[config.mk]
export PLATFORM = sky130hd
export DESIGN_NAME = rand_array_loader
export DESIGN_NICKNAME = d
export VERILOG_FILES = /design/src/rtl/rand_array_loader.sv
export SDC_FILE = /design/constraint.sdc
export NUM_CORES = 1
export LEC_CHECK = 0
export BUFFER_PORTS_ARGS = -buffer_cell sky130_fd_sc_hd__buf_2
export CORE_ASPECT_RATIO = 2
export CORE_MARGIN = 2
export CORE_UTILIZATION = 30
export DETAILED_ROUTE_END_ITERATION = 6
export PLACE_DENSITY = 0.47
export SYNTH_ARGS = -nofsm -noshare
export SYNTH_HDL_FRONTEND = slang
export SYNTH_SLANG_ARGS = --single-unit
[constraint.sdc]
create_clock -name clk -period 3.06 [get_ports clk]
set_clock_uncertainty 0.15 [all_clocks]
set_input_delay 0.153 -clock clk [delete_from_list [all_inputs] [get_ports clk]]
set_output_delay 0.153 -clock clk [all_outputs]
set_load 0.02 [all_outputs]
[src/rtl/rand_array_loader.sv]
// rtl/rand_array_loader.sv - fills an N-entry bar array from a valid/ready random source
// Values outside [MIN_VAL, MAX_VAL] (or repeats, when UNIQUE=1) are dropped and counted.
module rand_array_loader #(
  parameter int N       = 6,
  parameter int W       = 4,
  parameter int MIN_VAL = 1,
  parameter int MAX_VAL = 15,
  parameter int UNIQUE  = 1,
  localparam int AW     = (N > 2) ? $clog2(N) : 1
) (
  input  logic            clk,
  input  logic            rst,
  input  logic            start,
  input  logic            rnd_valid,
  input  logic [W-1:0]    rnd_data,
  output logic            rnd_ready,
  output logic            busy,
  output logic            done,
  output logic            wr_en,
  output logic [AW-1:0]   wr_addr,
  output logic [W-1:0]    wr_data,
  output logic [N*W-1:0]  array_flat,
  output logic [7:0]      reject_count
);

  if (MIN_VAL > MAX_VAL) begin : g_bad_range
    $error("rand_array_loader: MIN_VAL must not exceed MAX_VAL");
  end
  if (MAX_VAL >= (1 << W)) begin : g_bad_max
    $error("rand_array_loader: MAX_VAL must fit in W bits");
  end
  if (UNIQUE != 0 && (MAX_VAL - MIN_VAL + 1) < N) begin : g_bad_unique
    $error("rand_array_loader: legal range too small for N distinct values");
  end

  typedef enum logic [2:0] {IDLE, FETCH, CHECK, WRITE, DONE} state_t;

  localparam logic [AW-1:0] LAST_IDX = AW'(N - 1);

  state_t             state, state_nxt;
  logic [AW-1:0]      index;
  logic [W-1:0]       sample;
  logic [2**W-1:0]    seen;
  logic [N*W-1:0]     array_q;
  logic [7:0]         rej_q;
  logic               in_range;
  logic               accept;

  // Compared as integers so a full-range MAX_VAL does not reduce to a constant compare.
  assign in_range = (int'(sample) >= MIN_VAL) && (int'(sample) <= MAX_VAL);
  assign accept   = in_range && ((UNIQUE == 0) || !seen[sample]);

  always_ff @(posedge clk) begin
    if (rst) begin
      state   <= IDLE;
      index   <= '0;
      sample  <= '0;
      seen    <= '0;
      array_q <= '0;
      rej_q   <= '0;
    end else begin
      state <= state_nxt;
      case (state)
        IDLE: begin
          if (start) begin
            index   <= '0;
            seen    <= '0;
            array_q <= '0;
            rej_q   <= '0;
          end
        end
        FETCH: begin
          if (rnd_valid) sample <= rnd_data;
        end
        CHECK: begin
          if (!accept && rej_q != 8'hFF) rej_q <= rej_q + 8'd1;
        end
        WRITE: begin
          array_q[index*W +: W] <= sample;
          seen[sample]          <= 1'b1;
          if (index != LAST_IDX) index <= index + 1'b1;
        end
        default: ;
      endcase
    end
  end

  always_comb begin
    state_nxt = state;
    case (state)
      IDLE:    if (start) state_nxt = FETCH;
      FETCH:   if (rnd_valid) state_nxt = CHECK;
      CHECK:   state_nxt = accept ? WRITE : FETCH;
      WRITE:   state_nxt = (index == LAST_IDX) ? DONE : FETCH;
      DONE:    state_nxt = IDLE;
      default: state_nxt = IDLE;
    endcase
  end

  // Address/data are gated so the write port reads zero outside the strobe.
  assign rnd_ready    = (state == FETCH);
  assign busy         = (state != IDLE);
  assign done         = (state == DONE);
  assign wr_en        = (state == WRITE);
  assign wr_addr      = wr_en ? index : '0;
  assign wr_data      = wr_en ? sample : '0;
  assign array_flat   = array_q;
  assign reject_count = rej_q;

endmodule

==> metrics.cfg <==
[power]
p_leak_nw = 1.34
ir_drop_mv = 0.292
p_per_area_mw_per_mm2 = 548

[placed_design]
dpl.hpwl_um = 5130
portBuffers = 50
gp_congestion = 0.768
dpl-instance-area_mm2 = 0.00295
dp.cells = 438

[yosys]
yosys_most_used_dff = dfxtp_1
synth_area_per_cell_um2 = 8.65
synth_top_cell_area_share = 0.432
ys_warn_count = 0
syn-num-nets = 321
netlist_instances = 305
syn_area_mm2 = 0.00264
synth_seq_area_share = 0.432
synth.largest_area_cell = dfxtp_1
synth_cell_types = 43
synth-async-reset-ratio = 0
synth.ff_latch_count = 57
synth-edff-count = 0
synth_area_leaders = dfxtp_1, nor2_1, a21oi_1, ha_1, nand3_1

[min_path]
min_path_type = in2reg
worstHoldStart = start
holdPathEnd = state[1]
hold_depth = 4

[routing]
dr.max_layer_used = met4
drt-vias-per-instance = 5.24
wl_met1_um = 3000
vias = 2407
drtIter0Drc = 107
wire_per_inst_um = 15.5
drc = 0
dr_wl_met3_um = 321
first_pass_iters = 6
wl_met2_um = 3650
final_antenna_net_count = 0
drt-total-wl_um = 7130

[finish]
n_antenna_cell = 0
instances_no_fill = 459
nNetsFinal = 370
utilization = 0.383
finalInstanceArea_mm2 = 0.00329
drive_gt1_frac = 0.217
area_growth_pct = 24.8

[critical_path]
critPathBufInv = 1
cp_top_family = simple AND/OR/NAND/NOR gates
crit_fanout = 14
path_depth = 7
r2r_slack_ps = 520
worstSetupEndpointType = flip-flop
cp.arrival_ps = 2560
ff2ff_path_depth = 7
crit_path_cell_trace = inv_1, ha_1, ha_1, nand3_1, or4_1, nand3_1, a21oi_1
path_class = reg2reg
slowest_delay_ps = 580
worstSetupStartpointType = flip-flop
reg2reg_from = index[0]
cp.required_ps = 3090
cp_slowest_cell = dfxtp_1
rr_endpoint = array_flat[19]

[die]
rows = 48
dieArea_mm2 = 0.00961
die_x_um = 70.3
ioPinCount = 51
fp.dieH_um = 137
start_util = 0.307
core_mm2 = 0.00859

[sta]
finalHoldViolations = 0
finalWorstPathRequiredPeriod_ps = 2540
slew_headroom = 0.507
fin_tns_setup_ps = 0
tightest_slew_ps = 739
period_share = 0.829
maxSlewViolCount = 0
setup_violations = 0
rsz0062_at_grt = no
fmax_mhz = 394

[global_routing]
antenna_found_initial = 0
grt-ovfl-total = 0
grt_max_degree = 41
grt_pass1_wl_um = 11700
grt_pass1_vias = 2369
grtUsageTotal = 0.155

[cts]
clk_latency_ps = 320
htree_levels = 3
cts_buffer_depth = 2
clkSinkCount = 57
cts_tree = done
cts_made_buffers = 9
post_cts_resized = 0
root_buffer = clkbuf_16
clk_pin_slew_worst_paths_ps = 50

[status]
status = finished clean

[flow_run]
cap_viol_max_count = 0

-- logic make-up after synthesis --
group | Yosys count | synth area share
flip-flops | 57 | 0.432
AO/OA/AOI/OAI | 67 | 0.169
multiplexers | 8 | 0.0446
buffers and inverters | 29 | 0.0474
AND/OR/NAND/NOR | 135 | 0.266
adder cells (fa/ha/maj) | 8 | 0.0379
XOR/XNOR | 1 | 0.00332
-- registers in the layout, indices dropped and copies added (netlist names) --
| register | count |
|---|---|
| index | 3 |
| reject_count | 8 |
| seen | 15 |
| sample | 4 |
| state | 3 |
| array_flat | 24 |
-- layer usage --
layer / global-route usage / up-vias
li1: - / 1189
met4: 0.0769 / 0
met3: 0.0390 / 11
met2: 0.264 / 71
met5: 0 / -
met1: 0.179 / 1136
-- final cells by class --
| class | count | area, µm² |
|---|---|---|
| clock buffers | 14 | 284 |
| clock inverters | 2 | 10.0 |
| fillers | 906 | 5300 |
| inverters | 8 | 30.0 |
| multi-input cells | 219 | 1370 |
| flip-flops and latches | 57 | 1140 |
| well taps | 100 | 125 |
| repair buffers | 59 | 330 |
-- placed cells by master (no fill, tap or decap), types with 6 or more instances in the layout --
master      n
a21oi_1    27
inv_1       8
and2_1     13
nor2_1     46
a22oi_1    11
nand2_1    16
or3_1       8
nand3_1    17
buf_2      50
nor2b_1     6
dfxtp_1    57
ha_1        8
clkbuf_16   9
a31oi_1    12
-- cell usage after synthesis, drive strengths merged, types with 4 or more instances --
library cell / instances
a21oi: 27
a22oi: 12
a31oi: 12
a41oi: 4
and2: 13
and3: 4
clkbuf: 18
dfxtp: 57
ha: 8
inv: 8
mux2i: 5
nand2: 16
nand3: 17
nor2: 46
nor2b: 6
nor4b: 4
or3: 8
-- worst reg2reg max path: cells and delay by family, from the launching register on --
family          cells  cell delay, ps
compound gates      1              60
fa+ha+maj           2             660
buf+inv             1             170
flops               1             580
simple gates        3             770
-- repair_timing --
action | CTS | global route
buffers inserted | 0 | 0
hold endpoints to repair | 5 | 0
hold buffers | 5 | 0
-- where the power goes --
part	leakage, nW	internal, mW	switching (mW)
Clock	0.149	0.632	0.321
Sequential	0.460	0.749	0.0126
Combinational	0.730	0.0328	0.0584
-- stage by stage --
| step | total power, mW | setup WS [ps] | hold slack (ps) |
|---|---|---|---|
| 3_5_place_dp | 0.862 | 538 | 255 |
| 6_report | 1.80 | 525 | 138 |
| 4_1_cts | 1.83 | 527 | 128 |
| 5_1_grt | 1.88 | 297 | 193 |
| 3_3_place_gp | 0.862 | 583 | 250 |
| 2_1_floorplan | 0.835 | 716 | 142 |
-- worst max-delay path by stage --
stage                     startpoint             end  slack (ps)
final                       index[0]  array_flat[19]         520
after global routing        index[0]   array_flat[0]         300
after CTS                   index[0]  array_flat[19]         530
after detailed placement    index[0]  array_flat[19]         540
after global placement      index[0]  array_flat[18]         580
after floorplan             index[0]  array_flat[16]         720
(Power assumes the default switching activity.)
